[src/rtl/serial_add_sub.sv]
// -----------------------------------------------------------------------------
// serial_add_sub
//   Bit-serial adder/subtractor. Operands are processed LSB first, one bit per
//   clock, using a single full-adder cell and a carry flip-flop. An operation
//   takes WIDTH RUN cycles followed by a one-cycle DONE pulse.
//
// Ports
//   clk        : clock, rising edge
//   rst_n      : asynchronous active-low reset
//   start      : begin an operation (accepted in IDLE or DONE)
//   sub        : 0 = a+b, 1 = a-b; sampled with start
//   a, b       : WIDTH-bit operands; sampled with start
//   busy       : high while the bit-serial loop runs (WIDTH cycles)
//   done       : one-cycle pulse; result/carry_out/overflow are valid
//   result     : (a +/- b) mod 2^WIDTH, held until the next completion
//   carry_out  : carry out of the MSB; for subtraction 1 means a >= b
//   overflow   : two's-complement signed overflow
// -----------------------------------------------------------------------------
module serial_add_sub #(
    parameter int WIDTH = 8
) (
    input  logic             clk,
    input  logic             rst_n,
    input  logic             start,
    input  logic             sub,
    input  logic [WIDTH-1:0] a,
    input  logic [WIDTH-1:0] b,
    output logic             busy,
    output logic             done,
    output logic [WIDTH-1:0] result,
    output logic             carry_out,
    output logic             overflow
);

    localparam int CNT_W = $clog2(WIDTH + 1);
    localparam logic [CNT_W-1:0] CNT_LAST = CNT_W'(WIDTH - 1);
    localparam logic [CNT_W-1:0] CNT_MAX  = CNT_W'(WIDTH);

    typedef enum logic [1:0] {
        S_IDLE = 2'd0,
        S_RUN  = 2'd1,
        S_DONE = 2'd2
    } state_t;

    // Full-adder cell
    function automatic logic fa_sum(input logic x, input logic y, input logic c);
        return x ^ y ^ c;
    endfunction

    function automatic logic fa_carry(input logic x, input logic y, input logic c);
        return (x & y) | (x & c) | (y & c);
    endfunction

    // Counter increment that sticks at WIDTH
    function automatic logic [CNT_W-1:0] sat_inc(input logic [CNT_W-1:0] v);
        return (v >= CNT_MAX) ? CNT_MAX : v + 1'b1;
    endfunction

    state_t             state_q,     state_d;
    logic [CNT_W-1:0]   cnt_q,       cnt_d;
    logic [WIDTH-1:0]   a_sh_q,      a_sh_d;
    logic [WIDTH-1:0]   b_sh_q,      b_sh_d;
    logic               carry_q,     carry_d;
    logic [WIDTH-1:0]   acc_q,       acc_d;
    logic [WIDTH-1:0]   result_q,    result_d;
    logic               carry_out_q, carry_out_d;
    logic               overflow_q,  overflow_d;

    logic               s_bit;
    logic               c_next;
    logic [WIDTH-1:0]   acc_shift;

    always_comb begin
        // Full-adder over the current LSBs; only consumed in RUN
        s_bit     = fa_sum(a_sh_q[0], b_sh_q[0], carry_q);
        c_next    = fa_carry(a_sh_q[0], b_sh_q[0], carry_q);
        acc_shift = {s_bit, acc_q[WIDTH-1:1]};

        state_d     = state_q;
        cnt_d       = cnt_q;
        a_sh_d      = a_sh_q;
        b_sh_d      = b_sh_q;
        carry_d     = carry_q;
        acc_d       = acc_q;
        result_d    = result_q;
        carry_out_d = carry_out_q;
        overflow_d  = overflow_q;

        case (state_q)
            S_IDLE, S_DONE: begin
                if (start) begin
                    // Subtraction is a + ~b + 1: invert b and seed carry with 1
                    a_sh_d  = a;
                    b_sh_d  = sub ? ~b : b;
                    carry_d = sub;
                    cnt_d   = '0;
                    acc_d   = '0;
                    state_d = S_RUN;
                end else begin
                    state_d = S_IDLE;
                end
            end
            S_RUN: begin
                acc_d   = acc_shift;
                a_sh_d  = {1'b0, a_sh_q[WIDTH-1:1]};
                b_sh_d  = {1'b0, b_sh_q[WIDTH-1:1]};
                carry_d = c_next;
                cnt_d   = sat_inc(cnt_q);
                if (cnt_q == CNT_LAST) begin
                    // carry_q is the carry into the MSB on this last bit
                    result_d    = acc_shift;
                    carry_out_d = c_next;
                    overflow_d  = carry_q ^ c_next;
                    state_d     = S_DONE;
                end
            end
            default: begin
                state_d = S_IDLE;
            end
        endcase
    end

    always_ff @(posedge clk or negedge rst_n) begin
        if (!rst_n) begin
            state_q     <= S_IDLE;
            cnt_q       <= '0;
            a_sh_q      <= '0;
            b_sh_q      <= '0;
            carry_q     <= 1'b0;
            acc_q       <= '0;
            result_q    <= '0;
            carry_out_q <= 1'b0;
            overflow_q  <= 1'b0;
        end else begin
            state_q     <= state_d;
            cnt_q       <= cnt_d;
            a_sh_q      <= a_sh_d;
            b_sh_q      <= b_sh_d;
            carry_q     <= carry_d;
            acc_q       <= acc_d;
            result_q    <= result_d;
            carry_out_q <= carry_out_d;
            overflow_q  <= overflow_d;
        end
    end

    assign busy      = (state_q == S_RUN);
    assign done      = (state_q == S_DONE);
    assign result    = result_q;
    assign carry_out = carry_out_q;
    assign overflow  = overflow_q;

endmodule

[config.mk]
export PLATFORM = sky130hd
export DESIGN_NAME = serial_add_sub
export DESIGN_NICKNAME = d
export VERILOG_FILES = /design/src/rtl/serial_add_sub.sv
export SDC_FILE = /design/constraint.sdc
export NUM_CORES = 1
export LEC_CHECK = 0
export ABC_AREA = 0
export CAP_MARGIN = 20
export CORE_MARGIN = 1
export CORE_UTILIZATION = 46
export DETAILED_ROUTE_END_ITERATION = 8
export PLACE_DENSITY = 0.74
export SYNTH_ARGS = -nofsm -noshare
export SYNTH_HDL_FRONTEND = slang
export SYNTH_SLANG_ARGS = --single-unit
[constraint.sdc]
create_clock -name clk -period 1.41 [get_ports clk]
set_input_delay 0.282 -clock clk [delete_from_list [all_inputs] [get_ports clk]]
set_output_delay 0.282 -clock clk [all_outputs]
set_load 0.005 [all_outputs]
* After elaboration in Yosys (flattened, before gate mapping)
Index checks and enable logic that the tools add are counted.
** Word-level totals
- Input bits :: 20
- Flip-flop bits (word level) :: 41
- Logic and storage cells :: 45
** Operators by class
- Add/subtract/negate cells :: 1
- Reduce and logical (&&, ||, !) cells :: 5
- Magnitude comparators :: 1
- Eq/ne operators :: 5
- Mux-type cells :: 15
- Bitwise operators :: 9
** Operator list (count)
- $pmux W8 S2 :: 3
- $mux W8 :: 4
- $mux W4 :: 2
- $not A8 Y8 :: 1
- $pmux W4 S2 :: 1
- $add A4 B1 Y4 const B :: 1
- $eq A4 B3 Y1 const B :: 1
- $ge A4 B4 Y1 const B :: 1
- $pmux W2 S2 :: 1
- $reduce_and A2 Y1 :: 2
- $and A1 B1 Y1 :: 3
- $xor A1 B1 Y1 :: 3
- $eq A2 B1 Y1 const B :: 1
- $eq A2 B2 Y1 const B :: 1
- $logic_not A2 Y1 :: 1
- $mux W1 :: 2
- $mux W2 :: 1
- $ne A2 B1 Y1 const B :: 1
- $ne A2 B2 Y1 const B :: 1
- $or A1 B1 Y1 :: 2
- $pmux W1 S2 :: 1
- $reduce_bool A2 Y1 :: 1
- $reduce_or A2 Y1 :: 1

* Logic depth before layout (Yosys ltp)
- Depth after elaboration :: 4
- Gate-level depth with buffers :: 5

* Worst setup path before layout
No wires, ideal clock.
- Kind :: register -> register
- Start :: register cnt_q[0]
- End :: register carry_out_q, in the netlist carry_out
- Path buffers :: 1
- Cell stages (with the launch flop) :: 6
- Slack :: 24 ps
- Arrival time :: 1261 ps
- Path through :: dfrtp_1 -> ha_1 -> nand2_1 -> nor3_4 -> buf_6 -> mux2_2
** On the way
- Longest elaborated chain between the ends :: 2
** RTL lines
- start, declared :: line 60 : logic [CNT_W-1:0] cnt_q, cnt_d;
- start signal, assigned :: line 136 : cnt_q <= cnt_d;
- $eq A4 B3 Y1 :: line 109 : if (cnt_q == CNT_LAST) begin
- $reduce_and A2 Y1 (no source line)
- end signal, assigned :: line 142 : carry_out_q <= carry_out_d;
- end, declared :: line 66 : logic carry_out_q, carry_out_d;
Every way passes these cells.
A chain may end at the register's enable or synchronous reset.

* Final worst setup path
- Start :: register state_q[1]
- End :: register result_q[6], in the netlist result[6]
** On the way
- Longest elaborated chain between the ends :: 2
** RTL lines
- start, declared :: line 59 : state_t state_q, state_d;
- start signal, assigned :: line 135 : state_q <= state_d;
- $eq A2 B1 Y1 :: line 89 : case (state_q)
- $reduce_and A2 Y1 (no source line)
- end signal, assigned :: line 141 : result_q <= result_d;
- end, declared :: line 65 : logic [WIDTH-1:0] result_q, result_d;
Every way passes these cells.

==> results.cfg <==
[run_status]
status = finished, violations left
violations = setup timing

[timing]
setup_tns_ns = -0.698
relSlewSlack_pct = 77.2
min_period_ns = 1.49
setup_viol = 10
clock.fmax_mhz = 670
setup_slack_ns = -0.0815
finalHoldViolations = 0
clock_skew_ns = 0.00289
post-route-period-util_pct = 106
holdWs_ns = 0.430
rsz0062_at_grt = true
tightest_slew_ns = 0.342
slew_violations = 0

[worst_setup_path]
worst_path_max_delay_cell = dfrtp_1
path_cells = nand2b_4, buf_6, nor3_4, buf_12, mux2_2
arrival_ns = 1.67
start_kind = flop
cp_max_fo = 11
path_buf_inv = 2
path_class = flop to flop
end_kind = flop
required_ns = 1.59
critPathTopFamily = flip-flops
max_stage_delay_ns = 0.38

[grt]
groute.usage.overall_pct = 20.6
grt_overflow = 0
grt_pass1_vias = 1288
grt_pass1_wl_um = 6190
grt_start_max_net_pins = 26
antenna_found_initial = 0

[layout]
layout.cells.most_common = dfrtp_1
area_delta_synth_final_pct = 31.1
register_area_um2 = 1000
multi_input_area_um2 = 697
final_cell_mix = 40 x dfrtp_1, 18 x clkdlybuf4s50_1, 13 x buf_4, 10 x nand2_1, 10 x dlygate4sd2_1
drive_gt1_share_pct = 22.6
antenna_cells = 0
fill_cells = 315
fin_nets = 209

[power]
power.share.combinational_pct = 5.4
netSwitchingFraction_pct = 19.9
power.density_nw_per_um2 = 884
p_leak_uw = 0.00117
p_clk_share_pct = 38.9
ir_drop_mv = 0.570
power_frac_seq_pct = 55.7
p_switching_uw = 409
power.total_uw = 2060
power.internal_uw = 1650

[cts]
cts-root-buf = clkbuf_8
cts_made_buffers = 5
clkSlewWorstSetupHoldPaths_ns = 0.07
cts_tree = built
clock_path_buffers = 2
cts_sinks = 40
htree_levels = 2
clock_latency_ns = 0.29

[detailed_routing]
drtAntennaViolNets = 0
post-route-drc-count = 0
viasPerCell = 5.40
first_pass_iters = 4
num_vias = 1263
drtIter0Drc = 21
wl_um = 3580
wl_per_cell_um = 15.3

[floorplanning]
die_h_um = 64.2
start_util_pct = 48.2
core_area_um2 = 3690
die_area_um2 = 4120
fp.dieW_um = 64.2
io_pins = 32
num_rows = 22

[synth]
yosysWarningCount = 0
ys_ff_latch = 40
syn_area_um2 = 1780
synthCells = 139
synthArstFlopShare_pct = 100
avgSynthCellArea_um2 = 12.8
ys_types = 31
yosysSeqAreaShare_pct = 56.3
ys.flop_type = dfrtp_1
synth-edff-count = 0
syn_nets = 162

[hold_path]
min_path_type = primary input to async pin

[flow_run]
maxCapViolations = 0

[place]
routabilityCongestion = 0.734
hpwlAfterDp_um = 2600
dp_slack_ns = -0.0986
port_buffers = 31
[flip-flops by register name, indices dropped and copies added, names as in the netlist]
register and cells:
acc_q 7, b_sh_q 8, cnt_q 4, overflow 1
carry_q 1, state_q 2, result 8, a_sh_q 8
carry_out 1
[repair_timing]
action	CTS	global route
endpoints found under the setup margin	22	15
gates resized for setup	16	4
hold endpoints to repair	14	0
hold buffers	1	0
setup buffers	3	0
pin swaps	0	1
[final timing paths]
kind,start,depth (start not counted),slack (ns),to
setup / recovery,state_q[1],5,-0.08,result[6]
min in group clk,acc_q[1],1,0.50,acc_q[1]
max in group asynchronous,rst_n,3,0.45,result[4]
hold reg to reg,acc_q[1],1,0.50,acc_q[1]
setup reg to reg,state_q[1],5,-0.08,result[6]
hold / removal,rst_n,2,0.43,b_sh_q[6]
[synth_stat cells (all sizes together), types with 2 or more instances]
cell type / n / share of area (%)
a221o: 7 / 3.9
a22o: 9 / 4.4
a22oi: 8 / 3.4
and2b: 2 / 0.92
buf: 7 / 3.0
clkbuf: 2 / 0.99
dfrtp: 40 / 56
ha: 2 / 1.4
inv: 4 / 0.99
mux2: 10 / 6.3
nand2: 10 / 2.1
nand2b: 2 / 1.1
nand3: 9 / 2.5
nor2: 8 / 2.6
nor3: 2 / 1.2
nor4b: 2 / 0.99
xnor2: 7 / 3.5
xor2: 2 / 0.99
[per-layer routing]
metal  track usage, %  wire length [µm]  vias up
li1                 -                 -      592
met1             26.1              1520      629
met2             33.8              1840       38
met3             6.07               174        4
met4             6.67                42        0
met5                0                 0        -
[stage by stage]
stage	util (%)	instances	instance area (µm²)
after global placement	59.7	223	2200
after CTS	63.1	234	2330
after detailed placement	59.7	223	2200
after floorplan	-	139	1780
after global routing	63.2	234	2330
final	63.2	234	2330
[final cells by class]
type / instances / share of cell area [%]
clock buffer: 7 / 4.14
inverter: 4 / 0.752
multi-input combinational: 86 / 29.9
sequential: 40 / 43.0
tap: 48 / 2.58
timing repair buffer: 49 / 19.7
[power groups by stage]
stage	registers, µW	clock network, µW	logic [µW]
final	1150	800	112
after global routing	1150	872	123
after CTS	1150	828	114
after detailed placement	1170	0	112
after global placement	1170	0	109
after floorplan	1170	0	24.9
[logic make-up (layout without fill, tap and decap cells)]
family / Yosys count / count (layout) / share of synthesized area (%)
adder cells (fa/ha/maj): 3 / 3 / 2.54
flip-flops: 40 / 40 / 56.3
AO/OA/AOI/OAI: 29 / 29 / 13.9
buffers and inverters: 13 / 60 / 5.00
multiplexers: 10 / 10 / 6.34
AND/OR/NAND/NOR: 35 / 35 / 11.5
XOR/XNOR: 9 / 9 / 4.44
Power figures use the tool's default switching activity.
